==> config.mk <==
export PLATFORM = sky130hd
export DESIGN_NAME = pwm_ramp_ctrl
export DESIGN_NICKNAME = d
export VERILOG_FILES = /design/src/rtl/pwm_pkg.sv /design/src/rtl/pwm_period_counter.sv /design/src/rtl/pwm_ramp_ctrl.sv
export SDC_FILE = /design/constraint.sdc
export NUM_CORES = 2
export LEC_CHECK = 0
export BUFFER_PORTS_ARGS = -buffer_cell sky130_fd_sc_hd__buf_2
export CELL_PAD_IN_SITES_DETAIL_PLACEMENT = 1
export CELL_PAD_IN_SITES_GLOBAL_PLACEMENT = 1
export CORE_ASPECT_RATIO = 1.75
export CORE_MARGIN = 8
export CORE_UTILIZATION = 40
export CTS_BUF_LIST = sky130_fd_sc_hd__clkbuf_8
export CTS_CLUSTER_DIAMETER = 200
export DETAILED_ROUTE_END_ITERATION = 6
export PLACE_DENSITY = 0.69
export SYNTH_ARGS = -nofsm -noshare
export SYNTH_HDL_FRONTEND = slang
export SYNTH_SLANG_ARGS = --single-unit
==> constraint.sdc <==
create_clock -name clk -period 4.3 [get_ports clk]
set_clock_uncertainty 0.2 [all_clocks]
set_input_delay 0.215 -clock clk [delete_from_list [all_inputs] [get_ports clk]]
set_output_delay 0.215 -clock clk [all_outputs]
set_load 0.01 [all_outputs]
==> src/rtl/pwm_pkg.sv <==
// Shared types and constants for the PWM ramp controller: FSM state
// encoding, counter width, default period and the duty helper functions.
package pwm_pkg;

    localparam int               CNT_W          = 32;
    localparam logic [CNT_W-1:0] DEFAULT_PERIOD = 32'd100;

    typedef enum logic {
        IDLE = 1'b0,
        RAMP = 1'b1
    } state_e;

    // Limit a requested high-time to a full period (constant high).
    function automatic logic [CNT_W-1:0] clamp_duty(
        input logic [CNT_W-1:0] duty,
        input logic [CNT_W-1:0] period
    );
        return (duty > period) ? period : duty;
    endfunction

    // Move cur one step toward tgt without overshooting. The gap is
    // formed at CNT_W+1 bits so neither direction can wrap.
    function automatic logic [CNT_W-1:0] step_toward(
        input logic [CNT_W-1:0] cur,
        input logic [CNT_W-1:0] tgt,
        input logic [CNT_W:0]   step
    );
        logic [CNT_W:0] gap;
        if (tgt > cur) begin
            gap = {1'b0, tgt} - {1'b0, cur};
            return (gap > step) ? cur + step[CNT_W-1:0] : tgt;
        end else if (tgt < cur) begin
            gap = {1'b0, cur} - {1'b0, tgt};
            return (gap > step) ? cur - step[CNT_W-1:0] : tgt;
        end
        return cur;
    endfunction

endpackage

==> src/rtl/pwm_period_counter.sv <==
// Shared period counter: counts 0..PERIOD-1 while enabled, holds when
// disabled, and flags the last cycle of each period.
module pwm_period_counter
    import pwm_pkg::*;
#(
    parameter logic [CNT_W-1:0] PERIOD = DEFAULT_PERIOD
) (
    input  logic             clk,
    input  logic             rst,
    input  logic             enable,
    output logic [CNT_W-1:0] count,
    output logic             tick
);

    logic [CNT_W-1:0] count_q;
    logic [CNT_W-1:0] count_d;
    logic             at_end;

    assign at_end = (count_q == PERIOD - 32'd1);

    // Next count: advance and wrap while enabled, otherwise hold.
    always_comb begin
        // NOTE: default assignment first so no path leaves count_d unassigned (no latch).
        count_d = count_q;
        if (enable) begin
            count_d = at_end ? '0 : count_q + 32'd1;
        end
    end

    // Count register with synchronous reset.
    always_ff @(posedge clk) begin
        // NOTE: non-blocking assignments keep every register sampling pre-edge values.
        if (rst) begin
            count_q <= '0;
        end else begin
            count_q <= count_d;
        end
    end

    assign count = count_q;
    assign tick  = enable && !rst && at_end;

endmodule

==> src/rtl/pwm_ramp_ctrl.sv <==
// Multi-channel PWM generator sharing one period counter. Each channel
// holds a target duty and a current duty; the current duty moves toward
// the target only on the last cycle of a period, so waveform changes land
// on a period boundary.
// Build option: define PWM_RAMP_STEP_EN to ramp by STEP per period;
// without it the current duty jumps to the target at the next period end.
module pwm_ramp_ctrl
    import pwm_pkg::*;
#(
    parameter logic [CNT_W-1:0] PERIOD = DEFAULT_PERIOD,
    parameter int               NCH    = 4,
    parameter logic [CNT_W-1:0] STEP   = 32'd1
) (
    input  logic                                 clk,
    input  logic                                 rst,
    input  logic                                 enable,
    input  logic                                 cfg_valid,
    output logic                                 cfg_ready,
    input  logic [((NCH > 1) ? $clog2(NCH) : 1)-1:0] cfg_ch,
    input  logic [CNT_W-1:0]                     cfg_duty,
    output logic [NCH-1:0]                       pwm_out,
    output logic                                 period_tick,
    output logic                                 busy
);

`ifdef PWM_RAMP_STEP_EN
    localparam logic [CNT_W:0] EFF_STEP = {1'b0, STEP};
`else
    // cur and tgt never exceed PERIOD, so any step of at least PERIOD
    // lands on the target in one go: a straight copy.
    localparam logic [CNT_W:0] EFF_STEP = (STEP > PERIOD) ? {1'b0, STEP} : {1'b0, PERIOD};
`endif

    logic [CNT_W-1:0] count;
    logic             tick;

    logic [CNT_W-1:0] cur_q [NCH];
    logic [CNT_W-1:0] cur_d [NCH];
    logic [CNT_W-1:0] tgt_q [NCH];
    logic [CNT_W-1:0] tgt_d [NCH];
    state_e           state_q;
    state_e           state_d;
    logic             any_diff;
    logic             accept;

    pwm_period_counter #(
        .PERIOD (PERIOD)
    ) u_counter (
        .clk    (clk),
        .rst    (rst),
        .enable (enable),
        .count  (count),
        .tick   (tick)
    );

    // No target write can coincide with a duty step.
    assign cfg_ready = !rst && !tick;
    assign accept    = cfg_valid && cfg_ready && (int'(cfg_ch) < NCH);

    // Target update: clamp and store on an accepted write to a real channel.
    always_comb begin
        tgt_d = tgt_q;
        if (accept) begin
            tgt_d[cfg_ch] = clamp_duty(cfg_duty, PERIOD);
        end
    end

    // Current duty: step toward the target on the last cycle of a period.
    always_comb begin
        cur_d = cur_q;
        if (tick) begin
            for (int i = 0; i < NCH; i++) begin
                cur_d[i] = step_toward(cur_q[i], tgt_q[i], EFF_STEP);
            end
        end
    end

    // Ramp status: RAMP while any channel has not reached its target.
    always_comb begin
        any_diff = 1'b0;
        for (int i = 0; i < NCH; i++) begin
            if (cur_q[i] != tgt_q[i]) begin
                any_diff = 1'b1;
            end
        end
        state_d = state_q;
        if (enable) begin
            state_d = any_diff ? RAMP : IDLE;
        end
    end

    // Channel state and FSM registers.
    always_ff @(posedge clk) begin
        if (rst) begin
            state_q <= IDLE;
            // NOTE: the duty arrays are reset explicitly; a restart must come up with all outputs low.
            for (int i = 0; i < NCH; i++) begin
                cur_q[i] <= '0;
                tgt_q[i] <= '0;
            end
        end else begin
            state_q <= state_d;
            cur_q   <= cur_d;
            tgt_q   <= tgt_d;
        end
    end

    // Compare stage drives the pins directly.
    always_comb begin
        pwm_out = '0;
        for (int i = 0; i < NCH; i++) begin
            pwm_out[i] = enable && !rst && (count < cur_q[i]);
        end
    end

    assign period_tick = tick;
    assign busy        = (state_q == RAMP);

endmodule

==> flow_summary_export.csv <==
group,metric,value,unit
die,start_util,40.1,%
synthesis,yosys.area.top_type,"dfxtp_1",
placed_design,placedInstanceArea,48900,um^2
setup_path,crit_path_frequent_cell,"buf_4",
worst_hold_path,hp-class,"in2reg",
timing,min_period,5.35,ns
synthesis,yosys-top-cells-area,"dfxtp_1 16%, ha_1 13%, a21oi_1 6.2%, o21ai_0 5.1%, nand2_1 4.6%",
global_routing,antenna_found_initial,7,
detailed_routing,dr.pass1.iters,7,
clock_network,htree_levels,2,
detailed_routing,route.detailed.drc,2,
synthesis,synthCells,5234,
finish,nets,7151,
clock_network,numCtsBuffers,51,
clock_network,path_clk_slew,0.08,ns
setup_path,reg2reg_from,"cur_q[73]$_SDFFE_PP0P_",
timing,setup_slack,-1.05,ns
setup_path,slowest_stage,"a21oi_1",
worst_hold_path,holdCritStartpoint,"cfg_valid",
setup_path,critPathKind,"reg2reg",
setup_path,r2r_setup_slack,-1.05,ns
placed_design,globalplace.congestion,1.02,
global_routing,overflow,0,
detailed_routing,antenna_left,0,
setup_path,worst_setup_path_end_kind,"flop",
detailed_routing,initialDrtViolationCount,5088,
setup_path,timing.rr.end,"cur_q[69]$_SDFFE_PP0P_",
power,peakVddDrop,0.199,mV
finish,final_util,62.3,%
setup_path,crit_required,4.68,ns
setup_path,cp_max_fo,6,
die,die_area,102000,um^2
timing,min_period_over_period,124,%
synthesis,synth_top_area_share,15.8,%
finish,drive_gt1_share,40.1,%
timing,max_freq,0.187,GHz
global_routing,grt_pass1_vias,53599,
timing,setup_viol,121,
clock_network,cts_buffer_depth,3,
finish,fin_area,56900,um^2
timing,slew_viol_final,0,
synthesis,synth_edf_count,0,
status,status,"finished with violations",
synthesis,synth-seq-cells,289,
timing,rsz0062_at_grt,"true",
worst_hold_path,hold_path_depth,6,
global_routing,grt_usage,39.1,%
status,violations,"design-rule violations, negative setup slack",
worst_hold_path,worstHoldEndpoint,"tgt_q[97]$_SDFFE_PP0P_",
finish,layout_commonest_cell,"buf_4",
synthesis,yosys_warnings,0,
setup_path,r2r_cells,17,
synthesis,synth-main-ff-cell,"dfxtp_1",
clock_network,cts_tree,"built",
clock_network,clock-sinks,289,
timing,hold_viol_final,0,
global_routing,grt_pass1_wl,314,mm
synthesis,synth_nets,5665,
die,dieHeight,417,um
synthesis,avgSynthCellArea,7.01,um^2
detailed_routing,wl_per_cell,30.9,um
timing,tightest_slew,1.40,ns
finish,layout_common_cells,"1516 x buf_4, 406 x nand2_1, 384 x nor2_1, 323 x a21oi_1, 280 x inv_1",
setup_path,cp-start-kind,"flop",
clock_network,insertion_delay,0.79,ns
detailed_routing,wirelength,246,mm
run,maxCapViolCount,0,
die,io_pins,45,
die,num_rows,147,
die,coreArea,91400,um^2
setup_path,path_cells,"inv_1, ha_4, a21oi_1, o21ai_2, nand2_1, o211a_1, a311oi_1, or3_4, a2111oi_2, buf_4, nand4_1, buf_4, buf_4, nand3_1, o311ai_1, nand3_1, o211ai_1",
die,chipWidth,245,um
setup_path,cp.arrival,5.73,ns
synthesis,ys_seq_area_share,15.8,%
power,power_density,142,nW/um^2
global_routing,grt_max_degree,162,
power,finalPower,8.11,mW
synthesis,synth.cell_area,36700,um^2
setup_path,cpPeakStageDelay,0.69,ns
power,p_leak,25.6,nW
clock_network,cts_root_buf,"clkbuf_8",
finish,area_delta_synth_final,55.2,%
detailed_routing,vias_per_cell,6.77,
placed_design,pre_cts_ws,-0.831,ns
synthesis,synthArstFlopShare,0,%
placed_design,portBuffers,44,
placed_design,hpwl,160,mm
timing,max_slew_margin,5.52,%
synthesis,synth.distinct_cells,103,
detailed_routing,vias,53928,
[final cells by class]
class / instances / area [um^2]
clock buffer: 64 / 881
clock inverter: 28 / 183
antenna: 9 / 22.5
tap: 1192 / 1490
multi-input combinational: 4347 / 33500
sequential: 289 / 5930
inverter: 319 / 1220
fill: 11119 / 34500
timing repair buffer: 1712 / 13700
[worst max-delay path: cells and delay by family (launching register included)]
kind,cells,cell delay [ns]
DFF,1,0.40
adders and majority gates,1,0.33
buffers and inverters,4,0.68
AOI/OAI and AO/OA,7,2.31
and+or+nand+nor,5,1.27
[power by group]
group	switching (mW)	internal [mW]	leakage [nW]	total [mW]
Combinational	1.35	1.12	22.6	2.47
Clock	1.54	1.41	0.604	2.95
Sequential	0.0137	2.68	2.38	2.69
[how the worst max path moves through the flow]
stage,cells after the start,slack (ns),endpoint,start
after floorplan,16,-0.05,cur_q[28]$_SDFFE_PP0P_,cur_q[24]$_SDFFE_PP0P_
after global placement,17,-0.68,cur_q[28]$_SDFFE_PP0P_,cur_q[24]$_SDFFE_PP0P_
after detailed placement,17,-0.83,cur_q[14]$_SDFFE_PP0P_,cur_q[24]$_SDFFE_PP0P_
after CTS,15,-0.29,cur_q[14]$_SDFFE_PP0P_,cur_q[6]$_SDFFE_PP0P_
after global routing,17,-0.89,cur_q[69]$_SDFFE_PP0P_,cur_q[73]$_SDFFE_PP0P_
final,17,-1.05,cur_q[69]$_SDFFE_PP0P_,cur_q[73]$_SDFFE_PP0P_
[per-layer routing]
layer	vias to the layer above	share of wire, %	GRT usage [%]
met5	-	0.018	0
met4	8	12	35.2
met3	1763	7.6	4.94
met2	3518	47	70.2
met1	26233	33	38.8
li1	22406	-	-
[through the flow]
stage / TNS [ns] / hold WS [ns] / instances
final: -36.53 / 0.0234 / 7960
after global routing: -39.92 / 0.0522 / 7952
after CTS: -3.67 / 0.00455 / 7873
after detailed placement: -61.54 / 0.271 / 7687
after global placement: -50.94 / 0.252 / 7687
after floorplan: -0.0492 / 0.245 / 5234
[sequential cells by signal, summed over array words and instances, names as in the netlist]
register and flops:
u_counter.count 32, busy 1, cur_q 128, tgt_q 128
[timing repair]
item	4_1_cts	5_1_grt
hold buffers	18	0
pin swaps	149	256
endpoints found under the setup margin	132	152
endpoints found under the hold margin	107	0
resized for setup	632	689
buffers inserted	73	82
gates cloned	7	3
[cells in the mapped netlist (59+ instances only)]
| master | number |
|---|---|
| a21oi_1 | 457 |
| nand2_1 | 449 |
| nor2_1 | 444 |
| ha_1 | 389 |
| o21ai_0 | 375 |
| inv_1 | 317 |
| dfxtp_1 | 289 |
| nor3_1 | 230 |
| clkbuf_1 | 214 |
| nand3_1 | 158 |
| xnor2_1 | 157 |
| nand4_1 | 138 |
| a21o_1 | 102 |
| o211ai_1 | 86 |
| a211oi_1 | 78 |
| and3_1 | 75 |
| nor4_1 | 74 |
| o21a_1 | 68 |
| xor2_1 | 68 |
| a31oi_1 | 61 |
| nand2b_1 | 60 |
| mux2i_1 | 59 |
| or3_1 | 59 |
[logic make-up after synthesis]
family	share of synthesized area, %
fa+ha+maj	13.5
compound gates	30.5
buf+inv	6.36
flops	15.8
mux	2.07
simple gates	26.4
xor+xnor	5.37
No activity file was read; power rests on OpenSTA's default activity.
